--- config.mk ---
export PLATFORM = sky130hd
export DESIGN_NAME = mips_multicycle_ctrl
export DESIGN_NICKNAME = d
export VERILOG_FILES = /design/src/rtl/mips_ctrl_pkg.sv /design/src/rtl/mips_multicycle_ctrl_alu_decoder.sv /design/src/rtl/mips_multicycle_ctrl.sv
export SDC_FILE = /design/constraint.sdc
export NUM_CORES = 1
export LEC_CHECK = 0
export BUFFER_PORTS_ARGS = -buffer_cell sky130_fd_sc_hd__clkbuf_2
export CAP_MARGIN = 10
export CORE_MARGIN = 4
export CORE_UTILIZATION = 49
export DETAILED_ROUTE_END_ITERATION = 7
export MAX_ROUTING_LAYER = met4
export PLACE_DENSITY = 0.81
export SLEW_MARGIN = 20
export SYNTH_ARGS = -nofsm -noshare
export SYNTH_HDL_FRONTEND = slang
export SYNTH_HIERARCHICAL = 1
export SYNTH_SLANG_ARGS = --single-unit
--- constraint.sdc ---
create_clock -name clk -period 4.74 [get_ports clk]
set_input_delay 0.474 -clock clk [delete_from_list [all_inputs] [get_ports clk]]
set_output_delay 0.474 -clock clk [all_outputs]
set_load 0.005 [all_outputs]
--- src/rtl/mips_ctrl_pkg.sv ---
// Shared encodings for the multicycle MIPS control unit:
// FSM states, opcode/funct fields, ALU codes and mux selects.
package mips_ctrl_pkg;

  localparam logic [3:0] S_FETCH   = 4'd0;
  localparam logic [3:0] S_DECODE  = 4'd1;
  localparam logic [3:0] S_MEMADR  = 4'd2;
  localparam logic [3:0] S_MEMRD   = 4'd3;
  localparam logic [3:0] S_MEMWB   = 4'd4;
  localparam logic [3:0] S_MEMWR   = 4'd5;
  localparam logic [3:0] S_EXECUTE = 4'd6;
  localparam logic [3:0] S_ALUWB   = 4'd7;
  localparam logic [3:0] S_ADDIEX  = 4'd8;
  localparam logic [3:0] S_ADDIWB  = 4'd9;
  localparam logic [3:0] S_BRANCH  = 4'd10;
  localparam logic [3:0] S_JUMP    = 4'd11;
  localparam logic [3:0] S_EXC     = 4'd12;

  localparam logic [5:0] OP_RTYPE = 6'b000000;
  localparam logic [5:0] OP_LW    = 6'b100011;
  localparam logic [5:0] OP_SW    = 6'b101011;
  localparam logic [5:0] OP_BEQ   = 6'b000100;
  localparam logic [5:0] OP_ADDI  = 6'b001000;
  localparam logic [5:0] OP_J     = 6'b000010;

  localparam logic [5:0] FN_ADD = 6'b100000;
  localparam logic [5:0] FN_SUB = 6'b100010;
  localparam logic [5:0] FN_AND = 6'b100100;
  localparam logic [5:0] FN_OR  = 6'b100101;
  localparam logic [5:0] FN_SLT = 6'b101010;

  localparam logic [2:0] ALU_AND = 3'b000;
  localparam logic [2:0] ALU_OR  = 3'b001;
  localparam logic [2:0] ALU_ADD = 3'b010;
  localparam logic [2:0] ALU_SUB = 3'b110;
  localparam logic [2:0] ALU_SLT = 3'b111;

  localparam logic [1:0] ALUOP_ADD   = 2'b00;
  localparam logic [1:0] ALUOP_SUB   = 2'b01;
  localparam logic [1:0] ALUOP_FUNCT = 2'b10;

  localparam logic [1:0] SRCB_B     = 2'b00;
  localparam logic [1:0] SRCB_FOUR  = 2'b01;
  localparam logic [1:0] SRCB_IMM   = 2'b10;
  localparam logic [1:0] SRCB_IMMSH = 2'b11;

  localparam logic [1:0] PCSRC_ALU    = 2'b00;
  localparam logic [1:0] PCSRC_ALUOUT = 2'b01;
  localparam logic [1:0] PCSRC_JUMP   = 2'b10;

endpackage

--- src/rtl/mips_multicycle_ctrl_alu_decoder.sv ---
// Maps (ALUOp, funct) to the 3-bit ALU code and flags
// funct values the ALU does not implement.
module alu_decoder
  import mips_ctrl_pkg::*;
(
  input  logic [1:0] aluop_i,
  input  logic [5:0] funct_i,
  output logic [2:0] alucontrol_o,
  output logic       illegal_o
);

  always_comb begin
    alucontrol_o = ALU_ADD;
    illegal_o    = 1'b0;
    case (aluop_i)
      ALUOP_ADD: alucontrol_o = ALU_ADD;
      ALUOP_SUB: alucontrol_o = ALU_SUB;
      ALUOP_FUNCT: begin
        case (funct_i)
          FN_ADD:  alucontrol_o = ALU_ADD;
          FN_SUB:  alucontrol_o = ALU_SUB;
          FN_AND:  alucontrol_o = ALU_AND;
          FN_OR:   alucontrol_o = ALU_OR;
          FN_SLT:  alucontrol_o = ALU_SLT;
          default: begin
            alucontrol_o = ALU_AND;
            illegal_o    = 1'b1;
          end
        endcase
      end
      default: alucontrol_o = ALU_ADD;
    endcase
  end

endmodule

--- src/rtl/mips_multicycle_ctrl.sv ---
// Multicycle MIPS control FSM: Moore-decoded datapath controls,
// branch resolution on zero, overflow/illegal-op exceptions.
module mips_multicycle_ctrl
  import mips_ctrl_pkg::*;
(
  input  logic       clk,
  input  logic       reset,
  input  logic [5:0] opcode,
  input  logic [5:0] funct,
  input  logic       zero,
  input  logic       overflow,
  output logic [2:0] ALUcontrol,
  output logic       ALUSrcA,
  output logic [1:0] ALUSrcB,
  output logic [1:0] PCSrc,
  output logic       PCEn,
  output logic       IorD,
  output logic       MemWrite,
  output logic       IRWrite,
  output logic       RegWrite,
  output logic       RegDst,
  output logic       MemtoReg,
  output logic       exception,
  output logic       exc_cause
);

  logic [3:0] state_q, state_d;
  logic       ovf_q, ovf_d;
  logic       exc_cause_q, exc_cause_d;
  logic       sw_q, sw_d;
  logic [1:0] aluop;
  logic       alu_en;
  logic [2:0] dec_ctl;
  logic       dec_illegal;
  logic       pcen_c, memw_c, irw_c, regw_c, exc_c;

  alu_decoder u_dec (
    .aluop_i      (aluop),
    .funct_i      (funct),
    .alucontrol_o (dec_ctl),
    .illegal_o    (dec_illegal)
  );

  always_comb begin
    state_d     = state_q;
    ovf_d       = ovf_q;
    exc_cause_d = exc_cause_q;
    sw_d        = sw_q;
    aluop       = ALUOP_ADD;
    alu_en      = 1'b0;
    ALUSrcA     = 1'b0;
    ALUSrcB     = SRCB_B;
    PCSrc       = PCSRC_ALU;
    IorD        = 1'b0;
    RegDst      = 1'b0;
    MemtoReg    = 1'b0;
    pcen_c      = 1'b0;
    memw_c      = 1'b0;
    irw_c       = 1'b0;
    regw_c      = 1'b0;
    exc_c       = 1'b0;
    case (state_q)
      S_FETCH: begin
        alu_en  = 1'b1;
        ALUSrcB = SRCB_FOUR;
        irw_c   = 1'b1;
        pcen_c  = 1'b1;
        state_d = S_DECODE;
      end
      S_DECODE: begin
        alu_en  = 1'b1;
        ALUSrcB = SRCB_IMMSH;
        sw_d    = (opcode == OP_SW);
        unique case (1'b1)
          (opcode == OP_LW) || (opcode == OP_SW):
            state_d = S_MEMADR;
          opcode == OP_RTYPE: state_d = S_EXECUTE;
          opcode == OP_BEQ:   state_d = S_BRANCH;
          opcode == OP_ADDI:  state_d = S_ADDIEX;
          opcode == OP_J:     state_d = S_JUMP;
          default: begin
            state_d     = S_EXC;
            exc_cause_d = 1'b1;
          end
        endcase
      end
      S_MEMADR: begin
        alu_en  = 1'b1;
        ALUSrcA = 1'b1;
        ALUSrcB = SRCB_IMM;
        state_d = sw_q ? S_MEMWR : S_MEMRD;
      end
      S_MEMRD: begin
        IorD    = 1'b1;
        state_d = S_MEMWB;
      end
      S_MEMWB: begin
        MemtoReg = 1'b1;
        regw_c   = 1'b1;
        state_d  = S_FETCH;
      end
      S_MEMWR: begin
        IorD    = 1'b1;
        memw_c  = 1'b1;
        state_d = S_FETCH;
      end
      S_EXECUTE: begin
        alu_en  = 1'b1;
        ALUSrcA = 1'b1;
        aluop   = ALUOP_FUNCT;
        // only add/sub can trap; logical and slt ops clear it
        ovf_d   = overflow &
                  ((funct == FN_ADD) || (funct == FN_SUB));
        if (dec_illegal) begin
          state_d     = S_EXC;
          exc_cause_d = 1'b1;
          ovf_d       = 1'b0;
        end else begin
          state_d = S_ALUWB;
        end
      end
      S_ALUWB: begin
        RegDst = 1'b1;
        regw_c = ~ovf_q;
        if (ovf_q) begin
          state_d     = S_EXC;
          exc_cause_d = 1'b0;
        end else begin
          state_d = S_FETCH;
        end
      end
      S_ADDIEX: begin
        alu_en  = 1'b1;
        ALUSrcA = 1'b1;
        ALUSrcB = SRCB_IMM;
        ovf_d   = overflow;
        state_d = S_ADDIWB;
      end
      S_ADDIWB: begin
        regw_c = ~ovf_q;
        if (ovf_q) begin
          state_d     = S_EXC;
          exc_cause_d = 1'b0;
        end else begin
          state_d = S_FETCH;
        end
      end
      S_BRANCH: begin
        alu_en  = 1'b1;
        ALUSrcA = 1'b1;
        aluop   = ALUOP_SUB;
        PCSrc   = PCSRC_ALUOUT;
        pcen_c  = zero;
        state_d = S_FETCH;
      end
      S_JUMP: begin
        PCSrc   = PCSRC_JUMP;
        pcen_c  = 1'b1;
        state_d = S_FETCH;
      end
      S_EXC: begin
        exc_c   = 1'b1;
        state_d = S_FETCH;
      end
      default: state_d = S_FETCH;
    endcase
  end

  assign ALUcontrol = alu_en ? dec_ctl : 3'b000;
  assign PCEn       = pcen_c & ~reset;
  assign MemWrite   = memw_c & ~reset;
  assign IRWrite    = irw_c & ~reset;
  assign RegWrite   = regw_c & ~reset;
  assign exception  = exc_c & ~reset;
  assign exc_cause  = exc_cause_q;

  always_ff @(posedge clk) begin
    if (reset) begin
      state_q     <= S_FETCH;
      ovf_q       <= 1'b0;
      exc_cause_q <= 1'b0;
      sw_q        <= 1'b0;
    end else begin
      state_q     <= state_d;
      ovf_q       <= ovf_d;
      exc_cause_q <= exc_cause_d;
      sw_q        <= sw_d;
    end
  end

endmodule
After elaboration in Yosys (flattened, before gate mapping)

Index checks and enable logic that the tools add are counted.

Eq/ne operators: 27
Mux-type cells: 29
Bitwise gates (word level): 8
Reduce and logical (&&, ||, !) cells: 15

Operators by type and width:

| cell                                                 | count |
|---|---|
| equality test 6 bit (second input constant)          | 7 |
| one-hot mux 4 bit (7 select lines)                   | 1 |
| equality test 4 bit (second input constant)          | 5 |
| one-hot mux 4 bit (5 select lines)                   | 1 |
| equality test 4 x 3 -> 1 bit (second input constant) | 4 |
| two-way mux 1 bit                                    | 14 |
| one-hot mux 3 bit (4 select lines)                   | 1 |
| OR reduction 5 bit                                   | 2 |
| equality test 4 x 2 -> 1 bit (second input constant) | 2 |
| two-way mux 4 bit                                    | 2 |
| one-hot mux 2 bit (2 select lines)                   | 2 |
| OR reduction 2 bit                                   | 4 |
| bitwise AND 1 bit                                    | 6 |
| equality test 6 x 2 -> 1 bit (second input constant) | 1 |
| equality test 6 x 3 -> 1 bit (second input constant) | 1 |
| equality test 6 x 4 -> 1 bit (second input constant) | 1 |
| zero test 6 bit                                      | 1 |
| two-way mux 3 bit                                    | 2 |
| one-hot mux 1 bit (2 select lines)                   | 3 |
| one-hot mux 2 bit (3 select lines)                   | 1 |
| one-hot mux 3 bit (2 select lines)                   | 1 |
| OR reduction 6 bit                                   | 1 |
| equality test 4 x 1 -> 1 bit (second input constant) | 1 |
| zero test 4 bit                                      | 1 |
| other kinds (11)                                     | 14 |

Bits in registers: 7
Bits of input ports: 16
Output and inout port bits: 17
Logic and storage cells: 83

Logic depth before layout (Yosys ltp)

Depth after elaboration: 6
Mapped depth: 11
Mapped depth without buffers: 10

Cells and area by module

Netlist, hierarchy kept.

Modules (own cells, without submodules):

| module               | instances | cells an instance | area each (µm²) | sequential area each (µm²) |
|---|---|---|---|---|
| mips_multicycle_ctrl | 1         | 110               | 757.0           | 140.1 |
| alu_decoder          | 1         | 17                | 138.9           | 0.0 |

Worst setup path after synthesis

No wires, ideal clock.

Path kind: flip-flop to output port
From: register state_q[1]
To: output port ALUcontrol[2]
Arrival: 2,095 ps
Required time: 4,266 ps
Slack: 2,171 ps
Stages on the path, launching flop included: 10
Buffers on the path: 2
Cell sequence: dfxtp_1 > buf_2 > buf_2 > nand2b_1 > nor2_1 > inv_1 > ha_1 > or4b_1 > o22ai_2 > nor2b_1

Word-level cells in the longest chain between the ends: 5
Elaborated cells on any way between the ends: 13
Those cells by class: 7 x eq/ne; 4 x mux; 2 x reduce/logical

RTL lines:

| element                                                                    | RTL line                               | source |
|---|---|---|
| start, declared                                                            | mips_multicycle_ctrl.sv:27             | `logic [3:0] state_q, state_d;` |
| start signal, assigned                                                     | mips_multicycle_ctrl.sv:184            | `state_q <= state_d;` |
| equality test 4 bit / equality test 4 x 3 -> 1 bit (equally long branches) | mips_multicycle_ctrl.sv:62             | `case (state_q)` |
| one-hot mux 2 bit (2 select lines) *                                       | mips_multicycle_ctrl.sv:62             |  |
| named net aluop[0]                                                         | mips_multicycle_ctrl.sv:31             | `logic [1:0] aluop;` |
| equality test 2 bit / equality test 2 x 1 -> 1 bit (equally long branches) | mips_multicycle_ctrl_alu_decoder.sv:15 | `case (aluop_i)` |
| one-hot mux 3 bit (2 select lines) *                                       | mips_multicycle_ctrl_alu_decoder.sv:15 |  |
| named net dec_ctl[2]                                                       | mips_multicycle_ctrl.sv:33             | `logic [2:0] dec_ctl;` |
| two-way mux 3 bit *                                                        | mips_multicycle_ctrl.sv:169            | `assign ALUcontrol = alu_en ? dec_ctl : 3'b000;` |
| end, declared                                                              | mips_multicycle_ctrl.sv:12             | `output logic [2:0] ALUcontrol,` |

Mark *: on every way through the listed nets, which the timed path passes. The rest lies on a longest branch.

Worst setup path after layout

From: register state_q[1]
To: output port ALUcontrol[2]

Word-level cells in the longest chain between the ends: 5
Elaborated cells on any way between the ends: 13
Those cells by class: 7 x eq/ne; 4 x mux; 2 x reduce/logical

RTL lines:

| element                                                                    | RTL line |
|---|---|
| equality test 4 bit / equality test 4 x 3 -> 1 bit (equally long branches) | mips_multicycle_ctrl.sv:62 |
| one-hot mux 2 bit (2 select lines) *                                       | mips_multicycle_ctrl.sv:62 |
| equality test 2 bit / equality test 2 x 1 -> 1 bit (equally long branches) | mips_multicycle_ctrl_alu_decoder.sv:15 |
| one-hot mux 3 bit (2 select lines) *                                       | mips_multicycle_ctrl_alu_decoder.sv:15 |
| named net dec_ctl[2]                                                       | mips_multicycle_ctrl.sv:33 |
| two-way mux 3 bit *                                                        | mips_multicycle_ctrl.sv:169 |

Marked as above.

==> results.json <==
{
  "outcome": "finished clean",
  "p_leak_nw": 0.3948,
  "grt_max_degree": 26,
  "async_flop_share": 0,
  "vias_per_cell": 5.950,
  "fmax_mhz": 315.9,
  "dr_total_vias": 1065,
  "grt_pass1_vias": 895,
  "clk_path_buf_depth": 2,
  "period_minus_slack_ns": 3.166,
  "floorplan.initialDensity": 0.5188,
  "ff2ff_setup_slack_ns": 2.38,
  "worstSetupPathType": "reg -> out",
  "portBuffers": 32,
  "hpwl_um": 1785,
  "grt_overflow_total": 0,
  "placed_cell_area_um2": 1044,
  "holdCritStartpoint": "overflow",
  "cp_slowest_stage_delay_ns": 0.79,
  "drive_gt1_frac": 0.2662,
  "nets": 173,
  "reg2reg_from": "state_q[1]",
  "rsz0062_at_grt": "false",
  "period_share": 0.6679,
  "crit_fanout": 24,
  "start_kind": "flop",
  "maxCapViolCount": 0,
  "cts_setup_buffers": 0,
  "numCtsBuffers": 3,
  "place_congestion": 0.8225,
  "antenna_found_initial": 0,
  "finalHoldViolCount": 0,
  "dieArea_um2": 2577,
  "io_pins": 33,
  "worstPathCellList": "nand2b_1, nor2_1, inv_1, ha_1, or4b_1, o22ai_2, nor2b_1, clkbuf_2",
  "dieHeight_um": 50.76,
  "synth-seq-cells": 7,
  "cts_tree": "built",
  "grt_usage": 0.1913,
  "ys_types": 45,
  "clkTransAtPathRegs_ns": 0.05,
  "p_per_area_nw_per_um2": 231.8,
  "cp-startpoint": "state_q[1]",
  "drt_pass1_iterations": 4,
  "core_area_um2": 1727,
  "finalInstanceArea_um2": 1070,
  "synth_fp_nets": 145,
  "worst-endpoint-arrival_ns": 2.69,
  "die_x_um": 50.76,
  "maxSlewHeadroom": 0.4806,
  "yosysSeqAreaShare": 0.1564,
  "cp_slowest_cell": "dfxtp_1",
  "antennaDiodeCount": 0,
  "worst_pin_slew_ns": 0.7732,
  "ir_drop_mv": 0.1711,
  "syn_inst": 127,
  "stdcell_count": 179,
  "finalPower_w": 0.0002480,
  "postRouteAntennaNets": 0,
  "clock-sinks": 7,
  "drtIter0Drc": 18,
  "drv_slew": 0,
  "critPathCaptureType": "output port",
  "ctsResizeCount": 0,
  "row_count": 15,
  "yosys_most_used_dff": "dfxtp_1",
  "fillers": 183,
  "htreeDepth": 1,
  "area_delta_synth_final_pct": 19.41,
  "yosys_warnings": 6,
  "root_buffer": "clkbuf_4",
  "synth-edff-count": 0,
  "critPathBufInv": 2,
  "wl_per_cell_um": 13.27,
  "setup_viol": 0,
  "grt_pass1_wl_um": 3732,
  "clock_skew_ns": 0.002020,
  "ctsHoldBuffers": 0,
  "syn_avg_cell_area_um2": 7.054,
  "routed_wl_um": 2376,
  "synthesis.area_um2": 895.9,
  "min_path_type": "in -> reg",
  "clk_latency_ns": 0.25,
  "cp.required_ns": 4.27,
  "dp.cells": 175,
  "setup_tns_ns": 0,
  "crit_family": "simple AND/OR/NAND/NOR gates",
  "drc": 0
}
[per-layer routing]
| layer | GRT usage | vias to the layer above | wire (um) | part of all wire |
|---|---|---|---|---|
| met3 | 0.06528 | 2 | 197 | 0.083 |
| met2 | 0.2891 | 47 | 1111 | 0.47 |
| met1 | 0.2340 | 482 | 1050 | 0.44 |
| met5 | - | - | 0 | 0 |
| li1 | - | 534 | - | - |
| met4 | 0.07175 | 0 | 17 | 0.0072 |
[logic make-up after synthesis]
group | count (synthesis) | synth area share
and+or+nand+nor | 63 | 0.4204
muxes | 2 | 0.02374
DFF | 7 | 0.1564
buffers and inverters | 15 | 0.07402
adders and majority gates | 2 | 0.02793
AOI/OAI and AO/OA | 35 | 0.2682
xor gates and xnor gates | 3 | 0.02933
[final cells by class]
type / count / area, um^2 / area share
repair buffers: 32 / 160.2 / 0.1497
multi-input cells: 105 / 689.4 / 0.6444
clock buffers: 4 / 26.28 / 0.02456
inverters: 6 / 22.52 / 0.02105
flip-flops and latches: 7 / 140.1 / 0.1310
well taps: 25 / 31.28 / 0.02924
[cell usage after synthesis (3+ instances only)]
| cell | n | area share |
|---|---|---|
| o21ai_0 | 7 | 0.039 |
| nand2_1 | 5 | 0.021 |
| o211ai_1 | 3 | 0.025 |
| a31oi_1 | 4 | 0.028 |
| inv_1 | 6 | 0.025 |
| nor4_1 | 5 | 0.035 |
| nor3_1 | 6 | 0.034 |
| nor2b_1 | 7 | 0.049 |
| nand2b_1 | 4 | 0.028 |
| nor2_1 | 16 | 0.067 |
| nand3b_1 | 3 | 0.025 |
| a21oi_1 | 7 | 0.039 |
| buf_2 | 5 | 0.028 |
| dfxtp_1 | 7 | 0.16 |
| clkbuf_1 | 3 | 0.013 |
[through the flow]
step	util	hold WS, ns	setup WS (ns)
floorplan	-	0.4812	2.171
global placement	0.6043	0.5343	2.003
detailed placement	0.6043	0.5363	1.872
CTS	0.6196	0.4598	1.595
global route	0.6196	0.4549	1.371
finish	0.6196	0.4635	1.574
[where the power goes]
part / switching, W / internal, W / leakage [nW] / total, W
sequential: 0.0000234 / 0.0000652 / 0.0572 / 0.0000887
combinational: 0.0000530 / 0.0000516 / 0.323 / 0.000105
clock: 0.0000226 / 0.0000322 / 0.0150 / 0.0000547
[tightest hold or removal path, delay by kind of cell]
kind	cells	cell delay (ns)
and+or+nand+nor	1	0.05
AOI/OAI and AO/OA	1	0.06
buffers and inverters	1	0.08
[flip-flops by register name (all words and copies together) (netlist names)]
register	flops
exc_cause	1
ovf_q	1
state_q	4
sw_q	1
[placed cells by master (no fill, tap or decap), drive strengths merged, types with 2 or more instances in the layout]
cell / Yosys / routed
clkbuf: 3 / 36
nor2: 16 / 16
o21ai: 8 / 8
a21oi: 7 / 7
nor2b: 7 / 7
dfxtp: 7 / 7
nor3: 6 / 6
inv: 6 / 6
nor4: 6 / 6
nand2: 5 / 5
nand2b: 4 / 4
a31oi: 4 / 4
o211ai: 3 / 3
nand3b: 3 / 3
xnor2: 2 / 2
or3b: 2 / 2
nor3b: 2 / 2
o31a: 2 / 2
nand4: 2 / 2
a2bb2oi: 2 / 2
nand3: 2 / 2
nand4bb: 2 / 2
ha: 2 / 2
or4b: 2 / 2
[worst paths after layout]
kind         depth (start not counted)             to
max                                  8  ALUcontrol[2]
min                                  3          ovf_q
max reg2reg                          9          ovf_q
min reg2reg                          2           sw_q
No activity file was read; power rests on OpenSTA's default activity.
